**src/rtl/pulse_gen_if.sv**
```systemverilog
// Register-write and frame-strobe bus into one pulse voice, plus the voice's sample outputs.
interface pulse_gen_if;
  logic              qtr_en;
  logic              hlf_en;
  logic [3:0]        wr_en;
  logic [7:0]        wr_data;
  logic              enable;
  logic signed [4:0] pulse_out;
  logic              active;

  modport master (
    output qtr_en, hlf_en, wr_en, wr_data, enable,
    input  pulse_out, active
  );

  modport slave (
    input  qtr_en, hlf_en, wr_en, wr_data, enable,
    output pulse_out, active
  );
endinterface

```
**src/rtl/pulse_gen.sv**
```systemverilog
// Square-wave APU voice: duty sequencer, envelope, length counter and frequency sweep,
// all on apu_clk with frame events arriving as clock enables.
module pulse_gen #(
  parameter bit          SWEEP_NEG_ONES = 1'b0,
  parameter logic [31:0] DUTY_TABLE     = 32'hF91E0602,
  parameter bit          LENGTH_EN      = 1'b1
) (
  input logic        apu_clk,
  input logic        rst,
  pulse_gen_if.slave pif
);

  // Register 0 fields
  logic [1:0]  duty_q, duty_d;
  logic        halt_q, halt_d;
  logic        const_q, const_d;
  logic [3:0]  vol_q, vol_d;
  // Register 1 fields
  logic        swp_en_q, swp_en_d;
  logic [2:0]  swp_per_q, swp_per_d;
  logic        negate_q, negate_d;
  logic [2:0]  shift_q, shift_d;
  // Timer / sequencer
  logic [10:0] period_q, period_d;
  logic [10:0] timer_q, timer_d;
  logic [2:0]  seq_q, seq_d;
  // Envelope
  logic        env_start_q, env_start_d;
  logic [3:0]  env_div_q, env_div_d;
  logic [3:0]  decay_q, decay_d;
  // Length and sweep
  logic [7:0]  length_q, length_d;
  logic [2:0]  swp_div_q, swp_div_d;
  logic        swp_reload_q, swp_reload_d;
  // Registered outputs
  logic [4:0]  pulse_q, pulse_d;
  logic        active_q, active_d;

  logic [10:0] change;
  logic [11:0] target;
  logic        mute;
  logic        len_nz;
  logic [3:0]  volume;
  logic        duty_bit;
  logic [4:0]  mag;
  logic [7:0]  len_load;
  logic [10:0] period_r3;

  function automatic logic [7:0] len_lookup(input logic [4:0] idx);
    logic [7:0] val;
    case (idx)
      5'd0:  val = 8'h0A;
      5'd1:  val = 8'hFE;
      5'd2:  val = 8'h14;
      5'd3:  val = 8'h02;
      5'd4:  val = 8'h28;
      5'd5:  val = 8'h04;
      5'd6:  val = 8'h50;
      5'd7:  val = 8'h06;
      5'd8:  val = 8'hA0;
      5'd9:  val = 8'h08;
      5'd10: val = 8'h3C;
      5'd11: val = 8'h0A;
      5'd12: val = 8'h0E;
      5'd13: val = 8'h0C;
      5'd14: val = 8'h1A;
      5'd15: val = 8'h0E;
      5'd16: val = 8'h0C;
      5'd17: val = 8'h10;
      5'd18: val = 8'h18;
      5'd19: val = 8'h12;
      5'd20: val = 8'h30;
      5'd21: val = 8'h14;
      5'd22: val = 8'h60;
      5'd23: val = 8'h16;
      5'd24: val = 8'hC0;
      5'd25: val = 8'h18;
      5'd26: val = 8'h48;
      5'd27: val = 8'h1A;
      5'd28: val = 8'h10;
      5'd29: val = 8'h1C;
      5'd30: val = 8'h20;
      default: val = 8'h1E;
    endcase
    return val;
  endfunction

  // Sweep target and mute are evaluated continuously, not only on half-frames.
  always_comb begin
    change = period_q >> shift_q;
    if (negate_q) begin
      target = {1'b0, period_q} - {1'b0, change} - {11'd0, SWEEP_NEG_ONES};
    end else begin
      target = {1'b0, period_q} + {1'b0, change};
    end
    mute = (period_q < 11'd8) || (!negate_q && (target > 12'h7FF));
  end

  always_comb begin
    len_nz    = LENGTH_EN ? (length_q != 8'd0) : 1'b1;
    volume    = const_q ? vol_q : decay_q;
    duty_bit  = DUTY_TABLE[{duty_q, seq_q}];
    mag       = {1'b0, volume};
    len_load  = len_lookup(pif.wr_data[7:3]);
    period_r3 = {pif.wr_data[2:0], period_q[7:0]};
  end

  always_comb begin
    duty_d       = duty_q;
    halt_d       = halt_q;
    const_d      = const_q;
    vol_d        = vol_q;
    swp_en_d     = swp_en_q;
    swp_per_d    = swp_per_q;
    negate_d     = negate_q;
    shift_d      = shift_q;
    period_d     = period_q;
    timer_d      = timer_q;
    seq_d        = seq_q;
    env_start_d  = env_start_q;
    env_div_d    = env_div_q;
    decay_d      = decay_q;
    length_d     = length_q;
    swp_div_d    = swp_div_q;
    swp_reload_d = swp_reload_q;

    if (timer_q == 11'd0) begin
      timer_d = period_q;
      seq_d   = seq_q - 3'd1;
    end else begin
      timer_d = timer_q - 11'd1;
    end

    if (pif.qtr_en) begin
      if (env_start_q) begin
        env_start_d = 1'b0;
        decay_d     = 4'd15;
        env_div_d   = vol_q;
      end else if (env_div_q == 4'd0) begin
        env_div_d = vol_q;
        if (decay_q != 4'd0) begin
          decay_d = decay_q - 4'd1;
        end else if (halt_q) begin
          decay_d = 4'd15;
        end
      end else begin
        env_div_d = env_div_q - 4'd1;
      end
    end

    if (pif.hlf_en) begin
      if (!halt_q && (length_q != 8'd0)) begin
        length_d = length_q - 8'd1;
      end
      if ((swp_div_q == 3'd0) && swp_en_q && (shift_q != 3'd0) && !mute) begin
        period_d = target[10:0];
      end
      if ((swp_div_q == 3'd0) || swp_reload_q) begin
        swp_div_d    = swp_per_q;
        swp_reload_d = 1'b0;
      end else begin
        swp_div_d = swp_div_q - 3'd1;
      end
    end

    // Register writes come last so they override any same-cycle counter activity.
    if (pif.wr_en[0]) begin
      duty_d  = pif.wr_data[7:6];
      halt_d  = pif.wr_data[5];
      const_d = pif.wr_data[4];
      vol_d   = pif.wr_data[3:0];
    end
    if (pif.wr_en[1]) begin
      swp_en_d     = pif.wr_data[7];
      swp_per_d    = pif.wr_data[6:4];
      negate_d     = pif.wr_data[3];
      shift_d      = pif.wr_data[2:0];
      swp_reload_d = 1'b1;
    end
    if (pif.wr_en[2]) begin
      period_d = {period_q[10:8], pif.wr_data};
    end
    if (pif.wr_en[3]) begin
      period_d    = period_r3;
      timer_d     = period_r3;
      seq_d       = 3'd0;
      env_start_d = 1'b1;
      if (pif.enable) begin
        length_d = len_load;
      end
    end

    if (!pif.enable) begin
      length_d = 8'd0;
    end
  end

  always_comb begin
    if (!len_nz || mute) begin
      pulse_d = 5'd0;
    end else if (duty_bit) begin
      pulse_d = mag;
    end else begin
      pulse_d = ~mag + 5'd1;
    end
    active_d = len_nz;
  end

  always_ff @(posedge apu_clk) begin
    if (rst) begin
      duty_q       <= '0;
      halt_q       <= 1'b0;
      const_q      <= 1'b0;
      vol_q        <= '0;
      swp_en_q     <= 1'b0;
      swp_per_q    <= '0;
      negate_q     <= 1'b0;
      shift_q      <= '0;
      period_q     <= '0;
      timer_q      <= '0;
      seq_q        <= '0;
      env_start_q  <= 1'b0;
      env_div_q    <= '0;
      decay_q      <= '0;
      length_q     <= '0;
      swp_div_q    <= '0;
      swp_reload_q <= 1'b0;
      pulse_q      <= '0;
      active_q     <= 1'b0;
    end else begin
      duty_q       <= duty_d;
      halt_q       <= halt_d;
      const_q      <= const_d;
      vol_q        <= vol_d;
      swp_en_q     <= swp_en_d;
      swp_per_q    <= swp_per_d;
      negate_q     <= negate_d;
      shift_q      <= shift_d;
      period_q     <= period_d;
      timer_q      <= timer_d;
      seq_q        <= seq_d;
      env_start_q  <= env_start_d;
      env_div_q    <= env_div_d;
      decay_q      <= decay_d;
      length_q     <= length_d;
      swp_div_q    <= swp_div_d;
      swp_reload_q <= swp_reload_d;
      pulse_q      <= pulse_d;
      active_q     <= active_d;
    end
  end

  assign pif.pulse_out = pulse_q;
  assign pif.active    = active_q;

endmodule
```
**src/flat_wrapper.sv**
```systemverilog
// flat-port wrapper written by rule: the top's interface ports become plain ports
module pulse_gen_flat 
#(
  parameter bit          SWEEP_NEG_ONES = 1'b0,
  parameter logic [31:0] DUTY_TABLE     = 32'hF91E0602,
  parameter bit          LENGTH_EN      = 1'b1
)
  (apu_clk, rst, pif_qtr_en, pif_hlf_en, pif_wr_en, pif_wr_data, pif_enable, pif_pulse_out, pif_active);
  pulse_gen_if pif_i ();
  input logic apu_clk;
  input logic rst;
  input wire logic [$bits(pif_i.qtr_en)-1:0] pif_qtr_en;
  input wire logic [$bits(pif_i.hlf_en)-1:0] pif_hlf_en;
  input wire logic [$bits(pif_i.wr_en)-1:0] pif_wr_en;
  input wire logic [$bits(pif_i.wr_data)-1:0] pif_wr_data;
  input wire logic [$bits(pif_i.enable)-1:0] pif_enable;
  output wire logic [$bits(pif_i.pulse_out)-1:0] pif_pulse_out;
  output wire logic [$bits(pif_i.active)-1:0] pif_active;
  assign pif_i.qtr_en = pif_qtr_en;
  assign pif_i.hlf_en = pif_hlf_en;
  assign pif_i.wr_en = pif_wr_en;
  assign pif_i.wr_data = pif_wr_data;
  assign pif_i.enable = pif_enable;
  assign pif_pulse_out = pif_i.pulse_out;
  assign pif_active = pif_i.active;
  pulse_gen #(.SWEEP_NEG_ONES(SWEEP_NEG_ONES), .DUTY_TABLE(DUTY_TABLE), .LENGTH_EN(LENGTH_EN)) u_core (.apu_clk(apu_clk), .rst(rst), .pif(pif_i));
endmodule
```
**config.mk**
```make
export PLATFORM = sky130hd
export DESIGN_NAME = pulse_gen_flat
export DESIGN_NICKNAME = d
export VERILOG_FILES = /design/src/rtl/pulse_gen_if.sv /design/src/rtl/pulse_gen.sv /design/src/flat_wrapper.sv
export SDC_FILE = /design/constraint.sdc
export NUM_CORES = 1
export LEC_CHECK = 0
export CAP_MARGIN = 30
export CORE_ASPECT_RATIO = 1.75
export CORE_MARGIN = 2
export CORE_UTILIZATION = 45
export DETAILED_ROUTE_END_ITERATION = 8
export PLACE_DENSITY_LB_ADDON = 0.25
export SETUP_SLACK_MARGIN = 0.02
export SLEW_MARGIN = 20
export SYNTH_ARGS = -nofsm -noshare
export SYNTH_HDL_FRONTEND = slang
export SYNTH_SLANG_ARGS = --single-unit
```
**constraint.sdc**
```tcl
create_clock -name apu_clk -period 6.27 [get_ports apu_clk]
set_input_delay 1.254 -clock apu_clk [delete_from_list [all_inputs] [get_ports apu_clk]]
set_output_delay 1.254 -clock apu_clk [all_outputs]
set_load 0.05 [all_outputs]
```
Word-level counts from Yosys, hierarchy flattened --
Memories as Yosys holds them, arrays and structs flattened. Index checks and enable logic that the tools add are counted. Widths: inputs -> output; s select.
Operators by class: add/subtract/negate cells 9, $lt $le $gt $ge 3, equality and inequality tests 1, shift operators 1, multiplexer cells 25, bitwise logic cells 3, reduce and logical (&&, ||, !) cells 37
Operators by type and width (count):
- $mux 11 | 6
- $mux 4 | 8
- $mux 8 | 3
- $reduce_bool 2->1 | 9
- $add 11x11->12 | 1
- $gt 12x11->1 const B | 1
- $mux 12 | 1
- $sub 11x11->12 | 1
- $logic_not 11->1 | 1
- $lt 11x4->1 const B | 1
- $shr 11x3->11 | 1
- $sub 11x1->11 const B | 1
- $reduce_and 3->1 | 3
- $reduce_bool 8->1 | 1
- $sub 4x1->4 const B | 2
- $sub 8x1->8 const B | 1
- $lt 5x6->1 const B | 1
- $mux 1 | 6
- $reduce_bool 3->1 | 2
- $reduce_or 2->1 | 3
- $sub 3x1->3 const B | 2
- $add 5x1->5 const B | 1
- $logic_and 1x1->1 | 5
- $not 4->5 | 1
- 10 further kinds | 17
Storage, ports and cells: bits in registers 68, memory bits (read-only) 256, input port bits 17, output and inout port bits 6, logic and storage cells 102, memories 2
Memory list:
- (name not given) | depth 32, bits a word 7, read ports 1, clocked after memory_dff 0, write ports 0, line pulse_gen.sv:51 | case (idx)
- (name not given) | depth 32, bits a word 1, read ports 1, clocked after memory_dff 0, write ports 0, line pulse_gen.sv:102 | duty_bit = DUTY_TABLE[{duty_q, seq_q}];

Logic depth before layout (Yosys ltp) --
depth in word-level cells 12, mapped depth 22, depth with buffers taken out 20

Least setup slack after synthesis --
Ideal clock, no wire load.
path kind flip-flop to flip-flop, start point register u_core.shift_q[1], end point register u_core.period_q[8], library setup time 0.091 ns, data arrival time 4.328 ns, required time 6.179 ns, slack 1.851 ns, cell stages (with the launch flop) 23, path buffers 3, period minus slack after synthesis 4.419 ns, cell sequence dfxtp_1 > buf_6 > buf_2 > buf_1 > mux2i_1 > o21ai_0 > or2_2 > o21ai_0 > ha_1 > and2_1 > nand2_1 > o21ai_0 > a21oi_1 > a21oi_1 > ha_1 > a21oi_1 > o21ai_0 > or3_1 > o21ai_0 > xor2_1 > o21ai_2 > or3_1 > a311oi_1
On the way: cells in the longest elaborated chain, start to end 10, elaborated cells between the ends (all ways) 17, classes of those cells 2 x add/sub; 1 x order compare; 1 x shift; 5 x mux; 8 x reduce/logical
RTL lines:
- start: declaration | line pulse_gen.sv:22 | logic [2:0] shift_q, shift_d;
- start signal: assignment | line pulse_gen.sv:238 | shift_q <= shift_d;
- $shr 11x3->11 | line pulse_gen.sv:90 | change = period_q >> shift_q;
- $add 11x11->12 / $sub 11x11->12 (equally long branches) | line pulse_gen.sv:94, pulse_gen.sv:92
- $mux 12 | line pulse_gen.sv:91 | if (negate_q) begin
- $gt 12x11->1 | line pulse_gen.sv:96 | mute = (period_q < 11'd8) || (!negate_q && (target > 12'h7FF));
- $logic_and 1x1->1 | line pulse_gen.sv:96
- $logic_or 1x1->1 | line pulse_gen.sv:96
- $logic_not 1->1 | line pulse_gen.sv:155 | if ((swp_div_q == 3'd0) && swp_en_q && (shift_q != 3'd0) && !mute) begin
- $logic_and 1x1->1 | line pulse_gen.sv:155
- $reduce_bool 2->1 (no source line)
- $reduce_and 3->1 (no source line)
- end signal: assignment | line pulse_gen.sv:239 | period_q <= period_d;
- end: declaration | line pulse_gen.sv:24 | logic [10:0] period_q, period_d;
Several ways; a longest one is shown, not always the timed one. The select of a mux whose other input is x is not followed. A chain may end at the register's enable or synchronous reset.

Final worst setup path --
Ends and elaborated chain as after synthesis.

==> results.md <==
Global routing:
- The via count of the first global-routing pass is 4,321.
- Entering global routing, the biggest net connects 57 pins.
- The first global-routing pass estimated 20.0 mm of wire.
- The number of antenna violations at the first check in global routing is 0.
- In the global route stage, overall resource usage came out at 22.1%.
- The global route total overflow is 0.

Critical path:
- The kind of launch point of the worst setup path is a register.
- The register-to-register path setup slack is 1.39 ns.
- The kind of end point of the critical path is a register.
- The critical path class is reg -> reg.
- Data arrives at the worst endpoint at 5.12 ns.
- The destination of the worst register-to-register timing path is u_core.period_q[8].
- Along the worst path, the maximum fanout reaches 20.
- The data required time at the worst endpoint is 6.51 ns.
- Counting cells, the worst reg-to-reg path comes to 21.
- The worst register-to-register path begins at u_core.shift_q[1].

Yosys:
- For this run, the leading register cell type out of synthesis is dfxtp_1.
- The post-synthesis register bit count is 68.
- The synthesized instance count is 626.
- The count of yosys warnings during synthesis is 0.
- When the netlist entered floorplanning its net count stood at 672.
- The synthesized design spends more area on one cell type than any other, namely dfxtp_1.
- For this run, asynchronously set or reset flops after synthesis account for 0%.
- The post-synthesis average cell area is 7.76 sq um.
- The top cell type's share of synthesized area is 28.0%.
- Counting flops with a built-in enable in the synthesized netlist gives 0.
- The most instantiated library cell after synthesis is nor2_1.
- Sorting the synthesized cells by how often they occur yields 103 x nor2_1, 68 x dfxtp_1, 50 x nand2_1, 40 x mux2i_1.
- Sequential cells were found to cover 28.0% of the synthesized design area.
- In the post-synthesis netlist, the biggest area contributors are dfxtp_1 28%, mux2i_1 8.2%, nor2_1 8.0%, ha_1 7.2%, a21oi_1 3.9%.
- The cell area that synthesis handed to floorplanning was 4860 sq um.
- The number of distinct standard cells referenced by the synthesized netlist is 61.

STA:
- The least setup slack across all paths after layout is 1.39 ns.
- The final-report hold violation count was 0.
- The final worst clock skew is 0.00524 ns.
- The relative slew slack is 34.4%.
- The total of endpoints with negative setup slack in the final report is 0.
- The worst path needs 4.88 ns of the cycle, external delays included.
- The max-slew violation count is 0.
- The summed negative setup slack over all endpoints is 0 ns.
- Timing would allow up to 0.205 GHz.
- Setup repair after global routing left no endpoint under its margin.
- The tightest hold path in the finished design has a slack of 0.491 ns.
- In the finished design, the share of the clock period the worst path needs comes to 77.9%.
- The measured slew at the worst slew-check pin is 0.976 ns.

Clocking:
- The clock latency at the later pin of the worst-skew pair is 0.34 ns.
- In this run, post-CTS repair resized a total of 0 instances.
- The number of buffers inserted by post-CTS setup repair is 0.
- The deepest clock path buffer count is 2.
- The number of CTS-inserted buffers is 9.
- The number of hold-repair buffers added at the cts stage is 0.
- The H-tree depth is 3.
- TritonCTS built the clock tree.
- The sink count of the clock tree is 68.
- The buffer cell driving the clock tree root is clkbuf_16.
- The clock-pin slew of the registers on the worst-case setup and hold paths is 0.06 ns.

Final layout:
- Of the cells placed in the final design, the portion with a size suffix greater than 1 is 5.87%.
- 0 antenna diodes ended up in the layout.
- Once layout is complete, the cells apart from fillers number 760.
- The cell area after layout is 5480 sq um.
- The number of nets in the layout is 672.
- Counting the fill cells in the layout gives 1,045.
- The final cell utilization of the core is 51.5%.
- From synthesis to final layout, the design area changed by 12.7%.

Route:
- In this run the remaining antenna-violating nets after routing total 0.
- In the final routed layout, each cell accounts on average for 16.2 um.
- The first routing iteration left 199 violations.
- The via count of the routed design is 4,452.
- The total routed wirelength is 12.3 mm.
- In the routed design, unresolved DRC markers number 0.
- In the routed layout, each cell is associated on average with a via count of 5.86.
- The first detailed-routing pass ran for 4 iterations.

Floorplanning:
- The initial core utilization is 45.7%.
- The floorplan step set the die height to 141 um.
- The die covers 11,700 sq um.
- The row count is 50.
- During I/O placement, the number of pins put on the boundary was 23.
- The region available for standard cell placement spans 10,600 sq um.
- The width of the die is 82.6 um.

Hold path:
- The worst hold path terminates at u_core.length_q[7].
- The min-delay analysis places its worst path in the category reg -> reg.
- The number of stages on the worst hold path is 2.
- The origin of the worst min-delay path is u_core.length_q[7].

Placement:
- The routability congestion estimate is 0.961.
- The count of input and output buffers is 22.
- The post-placement cell area is 5090 sq um.
- Before CTS, the worst setup slack after placement is 1.06 ns.
- Once detailed placement completed, the half-perimeter wirelength came to 8.99 mm.
- The instance count after placement with tap cells included is 741.

Pwr:
- The share of total power dissipated in sequential elements is 31.5%.
- The static leakage is 2.19 nW.
- Dividing total power by cell area gives a power density of 312 nW/um^2.
- Net switching is 35.0% of the power.
- IR analysis of the VDD net gives a maximum drop of 0.195 mV.
- The design draws 1.71 mW.
- The design internal power is 1.11 mW.
- The share of power burned in the clock network is 32.3%.
- The net switching power is 0.598 mW.
- Per report_power, the combinational group accounts for 36.2% of the total.

Run status:
- The flow ran to the end, and the final reports show no timing, DRC or antenna violations.

Job:
- The max-capacitance violation count is 0.
cell usage in the layout, fill, tap and decap left out, types with 4 or more instances in the layout:
cell / instances
nor2_1: 103
dfxtp_1: 68
nand2_1: 50
mux2i_1: 40
o21ai_0: 38
a21oi_1: 38
inv_1: 31
ha_1: 28
a211oi_1: 23
clkdlybuf4s50_1: 21
nor3_1: 19
xnor2_1: 16
xor2_1: 16
nand2b_1: 11
nor2b_1: 9
nor4_1: 9
clkbuf_16: 9
a31oi_1: 8
nand3_1: 7
mux4_2: 6
a311oi_1: 5
nor4b_1: 4
or3_1: 4
state kept, by name (all words and copies together), names as in the netlist, 2 cells and up:
| signal | cells |
|---|---|
| u_core.vol_q | 4 |
| u_core.period_q | 11 |
| u_core.swp_div_q | 3 |
| u_core.seq_q | 3 |
| u_core.decay_q | 4 |
| u_core.swp_per_q | 3 |
| u_core.duty_q | 2 |
| u_core.shift_q | 3 |
| u_core.pif.pulse_out | 5 |
| u_core.timer_q | 11 |
| u_core.env_div_q | 4 |
| u_core.length_q | 8 |
critical path, stage by stage (launching register included):
cell	delay, ns
dfxtp_1	0.55
buf_8	0.22
mux2_2	0.35
nand2_1	0.06
o21ai_0	0.12
or2_2	0.29
o21ai_0	0.12
ha_1	0.22
and2_1	0.16
nand2_1	0.10
o21ai_0	0.10
a21oi_1	0.09
a21oi_1	0.19
ha_1	0.31
a21oi_1	0.15
o21ai_0	0.13
or3_1	0.33
o21ai_0	0.30
xor2_1	0.24
o21ai_2	0.12
or3_1	0.39
a311oi_1	0.26
worst max-delay path by stage:
stage / to / startpoint
floorplan: u_core.period_q[8] / u_core.shift_q[1]
global placement: u_core.period_q[8] / u_core.shift_q[1]
detailed placement: u_core.period_q[8] / u_core.shift_q[1]
CTS: u_core.period_q[8] / u_core.shift_q[1]
global route: u_core.period_q[8] / u_core.shift_q[1]
finish: u_core.period_q[8] / u_core.shift_q[1]
per-layer routing:
layer | track usage (%) | up-vias | part of all wire (%)
li1 | - | 2215 | -
met1 | 23.3 | 2098 | 39
met2 | 40.0 | 100 | 53
met3 | 2.42 | 39 | 2.9
met4 | 13.6 | 0 | 4.8
met5 | 0 | - | 0
power by group through the flow:
stage	registers (mW)	clock network [mW]	logic, mW
final	0.537	0.552	0.618
after global routing	0.544	0.576	0.692
after CTS	0.540	0.560	0.608
after detailed placement	0.549	0	0.604
after global placement	0.546	0	0.588
after floorplan	0.533	0	0.479
logic make-up (layout without fill, tap and decap cells):
kind of cell	after synthesis	count (layout)	synth area share [%]
xor gates and xnor gates	32	32	5.77
DFF	68	68	28.0
muxes	48	48	11.5
buffers and inverters	70	74	5.69
AOI/OAI and AO/OA	140	140	18.1
adders and majority gates	29	29	7.62
and+or+nand+nor	239	239	23.3
layout make-up:
class | count | area, sq um | share of cell area, %
Tap cell | 130 | 163 | 2.97
Inverter | 31 | 116 | 2.13
Sequential cell | 68 | 1360 | 24.9
Clock buffer | 11 | 253 | 4.62
Multi-Input combinational cell | 488 | 3220 | 58.8
Clock inverter | 4 | 72.6 | 1.33
Timing Repair Buffer | 28 | 288 | 5.26
Note: power is estimated with default switching activity, not from simulation.
